## src/rtl/bus_dma_master.sv

```systemverilog
// bus_dma_master: word-copy DMA engine acting as a second initiator on the system bus.
// Copies len_words 32-bit words from src_addr to dst_addr, one RD/WR pair per word.
// Optional build macro DMA_FILL_EN adds fill_mode/fill_data ports: the engine then writes
// a constant pattern to the destination at one word per cycle instead of copying.
module bus_dma_master #(
    parameter int unsigned LEN_W = 16
) (
    input  logic             clk,
    input  logic             rst,
    input  logic             start,
    input  logic [31:0]      src_addr,
    input  logic [31:0]      dst_addr,
    input  logic [LEN_W-1:0] len_words,
`ifdef DMA_FILL_EN
    input  logic             fill_mode,
    input  logic [31:0]      fill_data,
`endif
    output logic             busy,
    output logic             done,
    output logic             err,
    output logic             bus_req,
    input  logic             bus_gnt,
    output logic [31:0]      bus_addr,
    output logic [31:0]      bus_wdata,
    output logic [3:0]       bus_wmask,
    output logic             bus_wen,
    input  logic [31:0]      bus_rdata
);

    typedef enum logic [2:0] {
        S_IDLE,
        S_REQ,
        S_RD,
        S_WR,
        S_DONE
    } state_t;

    state_t           state_q;
    logic [31:0]      src_q;
    logic [31:0]      dst_q;
    logic [LEN_W-1:0] cnt_q;
    logic             fill_q;
    logic [31:0]      fill_data_q;

    logic             busy_q;
    logic             done_q;
    logic             err_q;
    logic             bus_req_q;
    logic [31:0]      bus_addr_q;
    logic [31:0]      bus_wdata_q;
    logic [3:0]       bus_wmask_q;
    logic             bus_wen_q;

    logic             fill_mode_c;
    logic [31:0]      fill_data_c;
    logic             bad_align_c;
    logic [31:0]      src_nxt_d;
    logic [31:0]      dst_nxt_d;
    logic [LEN_W-1:0] cnt_nxt_d;
    logic             last_c;

    // Fill-mode inputs collapse to constants in the copy-only build
`ifdef DMA_FILL_EN
    assign fill_mode_c = fill_mode;
    assign fill_data_c = fill_data;
`else
    assign fill_mode_c = 1'b0;
    assign fill_data_c = 32'h0;
`endif

    // Alignment check on request and per-word pointer/count advance
    always_comb begin
        bad_align_c = (dst_addr[1:0] != 2'b00) || (!fill_mode_c && (src_addr[1:0] != 2'b00));
        src_nxt_d   = src_q + 32'd4;
        dst_nxt_d   = dst_q + 32'd4;
        cnt_nxt_d   = cnt_q - LEN_W'(1);
        last_c      = (cnt_q == LEN_W'(1));
    end

    // Transfer FSM; every output is registered alongside the state it belongs to
    always_ff @(posedge clk) begin
        if (rst) begin
            state_q     <= S_IDLE;
            src_q       <= '0;
            dst_q       <= '0;
            cnt_q       <= '0;
            fill_q      <= 1'b0;
            fill_data_q <= '0;
            busy_q      <= 1'b0;
            done_q      <= 1'b0;
            err_q       <= 1'b0;
            bus_req_q   <= 1'b0;
            bus_addr_q  <= '0;
            bus_wdata_q <= '0;
            bus_wmask_q <= '0;
            bus_wen_q   <= 1'b0;
        end else begin
            done_q      <= 1'b0;
            bus_addr_q  <= '0;
            bus_wdata_q <= '0;
            bus_wmask_q <= '0;
            bus_wen_q   <= 1'b0;
            case (state_q)
                S_IDLE: begin
                    busy_q    <= 1'b0;
                    bus_req_q <= 1'b0;
                    if (start) begin
                        busy_q <= 1'b1;
                        if (bad_align_c) begin
                            err_q   <= 1'b1;
                            done_q  <= 1'b1;
                            state_q <= S_DONE;
                        end else if (len_words == '0) begin
                            err_q   <= 1'b0;
                            done_q  <= 1'b1;
                            state_q <= S_DONE;
                        end else begin
                            err_q       <= 1'b0;
                            src_q       <= src_addr;
                            dst_q       <= dst_addr;
                            cnt_q       <= len_words;
                            fill_q      <= fill_mode_c;
                            fill_data_q <= fill_data_c;
                            bus_req_q   <= 1'b1;
                            state_q     <= S_REQ;
                        end
                    end
                end
                S_REQ: begin
                    busy_q    <= 1'b1;
                    bus_req_q <= 1'b1;
                    if (bus_gnt) begin
                        if (fill_q) begin
                            bus_addr_q  <= dst_q;
                            bus_wdata_q <= fill_data_q;
                            bus_wmask_q <= 4'hF;
                            bus_wen_q   <= 1'b1;
                            state_q     <= S_WR;
                        end else begin
                            bus_addr_q <= src_q;
                            state_q    <= S_RD;
                        end
                    end
                end
                S_RD: begin
                    // Read data is captured straight into the write-data register
                    busy_q      <= 1'b1;
                    bus_req_q   <= 1'b1;
                    bus_addr_q  <= dst_q;
                    bus_wdata_q <= bus_rdata;
                    bus_wmask_q <= 4'hF;
                    bus_wen_q   <= 1'b1;
                    state_q     <= S_WR;
                end
                S_WR: begin
                    busy_q <= 1'b1;
                    src_q  <= src_nxt_d;
                    dst_q  <= dst_nxt_d;
                    cnt_q  <= cnt_nxt_d;
                    if (last_c) begin
                        bus_req_q <= 1'b0;
                        done_q    <= 1'b1;
                        state_q   <= S_DONE;
                    end else if (bus_gnt) begin
                        bus_req_q <= 1'b1;
                        if (fill_q) begin
                            bus_addr_q  <= dst_nxt_d;
                            bus_wdata_q <= fill_data_q;
                            bus_wmask_q <= 4'hF;
                            bus_wen_q   <= 1'b1;
                            state_q     <= S_WR;
                        end else begin
                            bus_addr_q <= src_nxt_d;
                            state_q    <= S_RD;
                        end
                    end else begin
                        bus_req_q <= 1'b1;
                        state_q   <= S_REQ;
                    end
                end
                S_DONE: begin
                    busy_q    <= 1'b0;
                    bus_req_q <= 1'b0;
                    state_q   <= S_IDLE;
                end
                default: begin
                    busy_q    <= 1'b0;
                    bus_req_q <= 1'b0;
                    state_q   <= S_IDLE;
                end
            endcase
        end
    end

    assign busy      = busy_q;
    assign done      = done_q;
    assign err       = err_q;
    assign bus_req   = bus_req_q;
    assign bus_addr  = bus_addr_q;
    assign bus_wdata = bus_wdata_q;
    assign bus_wmask = bus_wmask_q;
    assign bus_wen   = bus_wen_q;

endmodule
```

## config.mk

```make
export PLATFORM = sky130hd
export DESIGN_NAME = bus_dma_master
export DESIGN_NICKNAME = d
export VERILOG_FILES = /design/src/rtl/bus_dma_master.sv
export SDC_FILE = /design/constraint.sdc
export NUM_CORES = 1
export LEC_CHECK = 0
export CORE_MARGIN = 1
export CORE_UTILIZATION = 54
export DETAILED_ROUTE_END_ITERATION = 10
export PLACE_DENSITY = 0.84
export SETUP_SLACK_MARGIN = 0.05
export SLEW_MARGIN = 10
export SYNTH_ARGS = -nofsm -noshare
export SYNTH_HDL_FRONTEND = slang
export SYNTH_SLANG_ARGS = --single-unit
```

## constraint.sdc

```tcl
create_clock -name clk -period 3.5 [get_ports clk]
set_clock_uncertainty 0.1 [all_clocks]
set_input_delay 0.7 -clock clk [delete_from_list [all_inputs] [get_ports clk]]
set_output_delay 0.7 -clock clk [all_outputs]
set_load 0.005 [all_outputs]
```

# == Yosys cells after proc, flatten, opt, wreduce, memory -nomap -nowiden ==
# Cells that the tools add are included.
# op_classes
add_sub_neg,3
n_eq_ne,8
muxes,38
bitwise_logic,1
reduce_logical,12
# ops
operator,count
$mux W32,9
$pmux W32 S2,2
$pmux W32 S3,1
$add A32 B3 Y32 const B,2
$mux W16,3
$pmux W16 S2,1
$eq A16 B1 Y1 const B,1
$logic_not A16 Y1,1
$sub A16 B1 Y16 const B,1
$mux W3,5
$pmux W3 S4,1
$mux W1,11
$ne A2 B2 Y1 const B,4
$eq A3 B2 Y1 const B,2
$reduce_bool A2 Y1,3
$mux W4,1
$pmux W1 S2,2
$reduce_and A2 Y1,2
$reduce_and A4 Y1,1
$reduce_or A2 Y1,2
$eq A3 B1 Y1 const B,1
$logic_not A3 Y1,1
$pmux W1 S3,1
$reduce_or A3 Y1,1
3 further kinds,3
# totals
ff_bits,156
inputBits,116
output_inout_bits,73

# == Logic depth before layout (Yosys ltp) ==
# depth
depth_word,5
depth_mapped,9
mapped_depth_nobuf,7

# == Least setup slack after synthesis ==
# Ideal clock, no wire load.
# synth_path
kind,in2reg
from,in dst_addr[0]
to,reg dst_q[3]
t_arrival_ps,2107
t_required_ps,3309
path_slack_ps,1202
stages,6
n_path_buf,1
cell_sequence,nor4_1 nand4_1 nor2_1 clkbuf_1 nand2_1 a311oi_1
# synth_between
elab_chain_len,4
# synth_lines
element,line,source
from (decl),12,"input logic [31:0] dst_addr,"
$reduce_bool A2 Y1,73,bad_align_c = (dst_addr[1:0] != 2'b00) || (!fill_mode_c && (src_addr[1:0] != 2'b00));
$logic_or A1 B1 Y1,73,
$ne A2 B2 Y1 (no line),--,
$reduce_and A4 Y1 (no line),--,
to (signal assigned),120,dst_q <= dst_addr;
to (signal assigned),158,dst_q <= dst_nxt_d;
to (decl),40,logic [31:0] dst_q;
# No other way between the ends.
# A chain may end at the register's enable or synchronous reset.

# == Worst setup path in the final report ==
# layout_path
from,reg cnt_q[2]
to,reg bus_addr_q[15] (netlist: bus_addr[15])
# layout_between
elab_chain_len,3
# layout_lines
element,line,source
from (decl),41,logic [LEN_W-1:0] cnt_q;
from (signal assigned),121,cnt_q <= len_words;
from (signal assigned),159,cnt_q <= cnt_nxt_d;
$eq A16 B1 Y1,77,last_c = (cnt_q == LEN_W'(1));
$mux W32,160,if (last_c) begin
$pmux W32 S3,103,case (state_q)
to (signal assigned),134,bus_addr_q <= dst_q;
to (signal assigned),167,bus_addr_q <= dst_nxt_d;
to (signal assigned),173,bus_addr_q <= src_nxt_d;
to (decl),49,logic [31:0] bus_addr_q;
# No other way between the ends.

==> flow_results.xml <==
<?xml version="1.0" encoding="UTF-8"?>
<metrics>
  <group name="synthesis">
    <metric name="synth_top_area_share" unit="%">40.5</metric>
    <metric name="synth.most_common_cell" unit="">sky130_fd_sc_hd__dfxtp_1</metric>
    <metric name="ys_ff_latch" unit="">152</metric>
    <metric name="yosys.cell_types.count" unit="">57</metric>
    <metric name="netlist_top_cells_area" unit="">sky130_fd_sc_hd__dfxtp_1, sky130_fd_sc_hd__a21oi_1, sky130_fd_sc_hd__nand2_1</metric>
    <metric name="ys_async_sr_fraction" unit="%">0</metric>
    <metric name="synth_cells" unit="">953</metric>
    <metric name="synth_enable_flop_cells" unit="">0</metric>
    <metric name="yosys_most_used_dff" unit="">sky130_fd_sc_hd__dfxtp_1</metric>
    <metric name="post_synth_net_total" unit="">1073</metric>
    <metric name="postSynthAreaPerCell" unit="um^2">7.88</metric>
    <metric name="yosysSeqAreaShare" unit="%">40.5</metric>
    <metric name="synth_top_area_cell" unit="">sky130_fd_sc_hd__dfxtp_1</metric>
    <metric name="synth.cell_area" unit="um^2">7510</metric>
    <metric name="synthTopCellsByCount" unit="">sky130_fd_sc_hd__dfxtp_1, sky130_fd_sc_hd__nand2_1, sky130_fd_sc_hd__a21oi_1</metric>
    <metric name="synth-warning-count" unit="">0</metric>
  </group>
  <group name="timing">
    <metric name="min_period_over_period" unit="%">81.6</metric>
    <metric name="slew_viols_final" unit="">0</metric>
    <metric name="worst_pin_slew" unit="ps">918</metric>
    <metric name="achievable-frequency" unit="GHz">0.350</metric>
    <metric name="grt_setup_unrepaired" unit="">no</metric>
    <metric name="timing.final.crit_period" unit="ps">2860</metric>
    <metric name="setup_violations" unit="">0</metric>
    <metric name="timing.final.hold_violations" unit="">0</metric>
    <metric name="slew_headroom" unit="%">38.8</metric>
    <metric name="totalNegativeSetupSlack" unit="ps">0</metric>
  </group>
  <group name="clock_network">
    <metric name="cts_sinks" unit="">152</metric>
    <metric name="cts_resized" unit="">0</metric>
    <metric name="cts.path.max_buffers" unit="">2</metric>
    <metric name="tritoncts_clock_tree" unit="">built</metric>
    <metric name="worstSkewPairLatency" unit="ps">440</metric>
    <metric name="postCtsHoldBufs" unit="">0</metric>
    <metric name="cts-buffers-inserted" unit="">17</metric>
    <metric name="post-cts-setup-buffer-count" unit="">0</metric>
    <metric name="cts.clk_slew.worst_paths" unit="ps">60</metric>
    <metric name="cts_root_buffer" unit="">sky130_fd_sc_hd__clkbuf_16</metric>
    <metric name="htree_levels" unit="">4</metric>
  </group>
  <group name="grt">
    <metric name="use_met1" unit="%">42.7</metric>
    <metric name="initial_antenna_violation_count" unit="">1</metric>
    <metric name="first_pass_grt_wire_length" unit="mm">39.0</metric>
    <metric name="globalRouteTotalUtil" unit="%">34.4</metric>
    <metric name="globalRoute.totalOverflow" unit="">0</metric>
    <metric name="grt_start_max_net_pins" unit="">91</metric>
    <metric name="gr-usage-met3" unit="%">8.98</metric>
    <metric name="groute.layer.met2.usage" unit="%">55.5</metric>
    <metric name="number_of_global_route_vias_before_repair" unit="">7705</metric>
    <metric name="grt_most_used_layer" unit="">met2</metric>
  </group>
  <group name="worst_setup_path">
    <metric name="critPathMaxStageDelay" unit="ps">690</metric>
    <metric name="worst-path-buf-inv" unit="">1</metric>
    <metric name="worst_setup_path_start_kind" unit="">flip-flop</metric>
    <metric name="timing.reg2reg.setup_slack" unit="ps">640</metric>
    <metric name="endpoint" unit="">bus_addr[15]</metric>
    <metric name="critPathKind" unit="">reg -&gt; reg</metric>
    <metric name="critPathTopFamily" unit="">simple AND/OR/NAND/NOR gates</metric>
    <metric name="crit-reg2reg-launch" unit="">cnt_q[2]</metric>
    <metric name="crit_chain" unit="">or4_1 &gt; nor4_4 &gt; buf_4 &gt; or2_2 &gt; o21a_1 &gt; o21ai_0</metric>
    <metric name="worst-r2r-cell-count" unit="">6</metric>
    <metric name="endpoint_kind" unit="">flip-flop</metric>
    <metric name="timing.critical_path.arrival" unit="ps">3040</metric>
    <metric name="critPathLaunch" unit="">cnt_q[2]</metric>
    <metric name="worst_ep_required_time" unit="ps">3680</metric>
    <metric name="path_depth" unit="">6</metric>
    <metric name="r2r-end" unit="">bus_addr[15]</metric>
    <metric name="crit_slowest_cell" unit="">sky130_fd_sc_hd__or4_1</metric>
    <metric name="critical_path_peak_fanout" unit="">15</metric>
  </group>
  <group name="place">
    <metric name="hpwl" unit="mm">16.3</metric>
    <metric name="numPortBuffers" unit="">188</metric>
    <metric name="dpl-instance-area" unit="um^2">9530</metric>
    <metric name="globalplace.congestion" unit="">0.926</metric>
  </group>
  <group name="min_path">
    <metric name="min-delay-start" unit="">dst_q[0]</metric>
    <metric name="hold_path.class" unit="">reg -&gt; reg</metric>
  </group>
  <group name="detailed_routing">
    <metric name="initialDrtViolationCount" unit="">927</metric>
    <metric name="routedWlPerCell" unit="um">18.8</metric>
    <metric name="detailedRoute.firstPassIterationCount" unit="">8</metric>
    <metric name="post_detailed_route_count_of_antenna_violating_nets" unit="">0</metric>
    <metric name="detail_route.drc_violations" unit="">0</metric>
    <metric name="dr_total_vias" unit="">8256</metric>
    <metric name="avgViaCountPerCell" unit="">6.39</metric>
    <metric name="routed_wirelength" unit="mm">24.3</metric>
  </group>
  <group name="status">
    <metric name="status" unit="">complete, no violations</metric>
  </group>
  <group name="pwr">
    <metric name="power_per_cell_area" unit="nW/um^2">378</metric>
    <metric name="p_leak" unit="uW">0.00345</metric>
    <metric name="vdd_drop_max" unit="uV">450</metric>
  </group>
  <group name="finish">
    <metric name="postLayoutCellArea" unit="um^2">10100</metric>
    <metric name="seq_cell_area" unit="um^2">3040</metric>
    <metric name="fin_nets" unit="">1224</metric>
    <metric name="proportion_of_layout_cells_with_a_drive_suffix_above_1" unit="%">6.99</metric>
    <metric name="multiInputGateArea" unit="um^2">4120</metric>
    <metric name="syn2layout_area_growth" unit="%">34.6</metric>
    <metric name="fillCellCount" unit="">1028</metric>
  </group>
  <group name="die">
    <metric name="core_footprint" unit="um^2">13400</metric>
    <metric name="io-pin-count" unit="">189</metric>
    <metric name="floorplan.initialDensity" unit="%">56.1</metric>
    <metric name="die-width" unit="um">120</metric>
    <metric name="die_area" unit="um^2">14400</metric>
    <metric name="placement_rows" unit="">42</metric>
    <metric name="floorplan.die.height" unit="um">120</metric>
  </group>
  <group name="run">
    <metric name="cap_violations" unit="">0</metric>
  </group>
</metrics>
-- cells in the final DEF (no fill, tap or decap), drive strengths merged, types with 20 or more instances in the layout --
cell type	synthesis	final
nand4	20	20
a31oi	52	52
nand3	34	34
nor2	64	64
buf	21	28
o21ai	74	74
clkdlybuf4s50	0	187
dfxtp	152	152
or3	25	25
nor4	21	21
nand2	92	92
a21oi	80	80
and2	39	39
nor3	35	35
-- per-layer routing --
layer	routed length [um]	part of all wire, %
met1	9480	39
met2	11400	47
met3	2590	11
met4	823	3.4
met5	0	0
-- where the power goes --
part	internal [uW]	switching, uW
Sequential	1740	21.3
Clock	1050	767
Combinational	148	89.4
-- cell families (layout without fill, tap and decap cells) --
group	after synthesis	in the layout	share of synthesized area, %
AOI/OAI and AO/OA	305	305	25.3
muxes	1	1	0.150
adders and majority gates	4	4	0.666
DFF	152	152	40.5
xor gates and xnor gates	1	1	0.117
buffers and inverters	93	256	5.06
and+or+nand+nor	397	397	28.2
other	0	1	0
-- final cells by class --
| cell class | count | area share (%) |
|---|---|---|
| clock buffers | 17 | 4.21 |
| repair buffers | 215 | 20.9 |
| multi-input cells | 708 | 40.7 |
| flip-flops and latches | 152 | 30.1 |
| clock inverters | 14 | 1.50 |
| well taps | 176 | 2.18 |
| diodes | 1 | 0.0247 |
| inverters | 10 | 0.371 |
-- state kept, by name, summed over array words and instances (netlist names) --
| register | cells |
|---|---|
| bus_addr | 32 |
| bus_wdata | 32 |
| dst_q | 32 |
| src_q | 32 |
| cnt_q | 16 |
| state_q | 3 |
| bus_req | 1 |
| bus_wmask | 1 |
| busy | 1 |
| done | 1 |
| err | 1 |
-- stage by stage --
| step | hold slack [ps] | power (uW) | util, % | instances | worst slack (ps) |
|---|---|---|---|---|---|
| floorplan | 334 | 1870 | - | 953 | 1200 |
| global placement | 342 | 2030 | 71.1 | 1261 | 376 |
| detailed placement | 362 | 2040 | 71.1 | 1261 | 344 |
| CTS | 373 | 3820 | 75.5 | 1292 | 737 |
| global route | 398 | 3920 | 75.5 | 1293 | 462 |
| finish | 373 | 3820 | 75.5 | 1293 | 643 |
-- worst min-delay path by stage --
stage	end	slack (ps)	cells after the start
2_1_floorplan	bus_addr[0]	330	1
3_3_place_gp	bus_addr[1]	340	1
3_5_place_dp	bus_addr[0]	360	1
4_1_cts	bus_addr[0]	370	1
5_1_grt	src_q[1]	400	1
6_report	bus_addr[0]	370	1
Note: power is estimated with default switching activity, not from simulation.
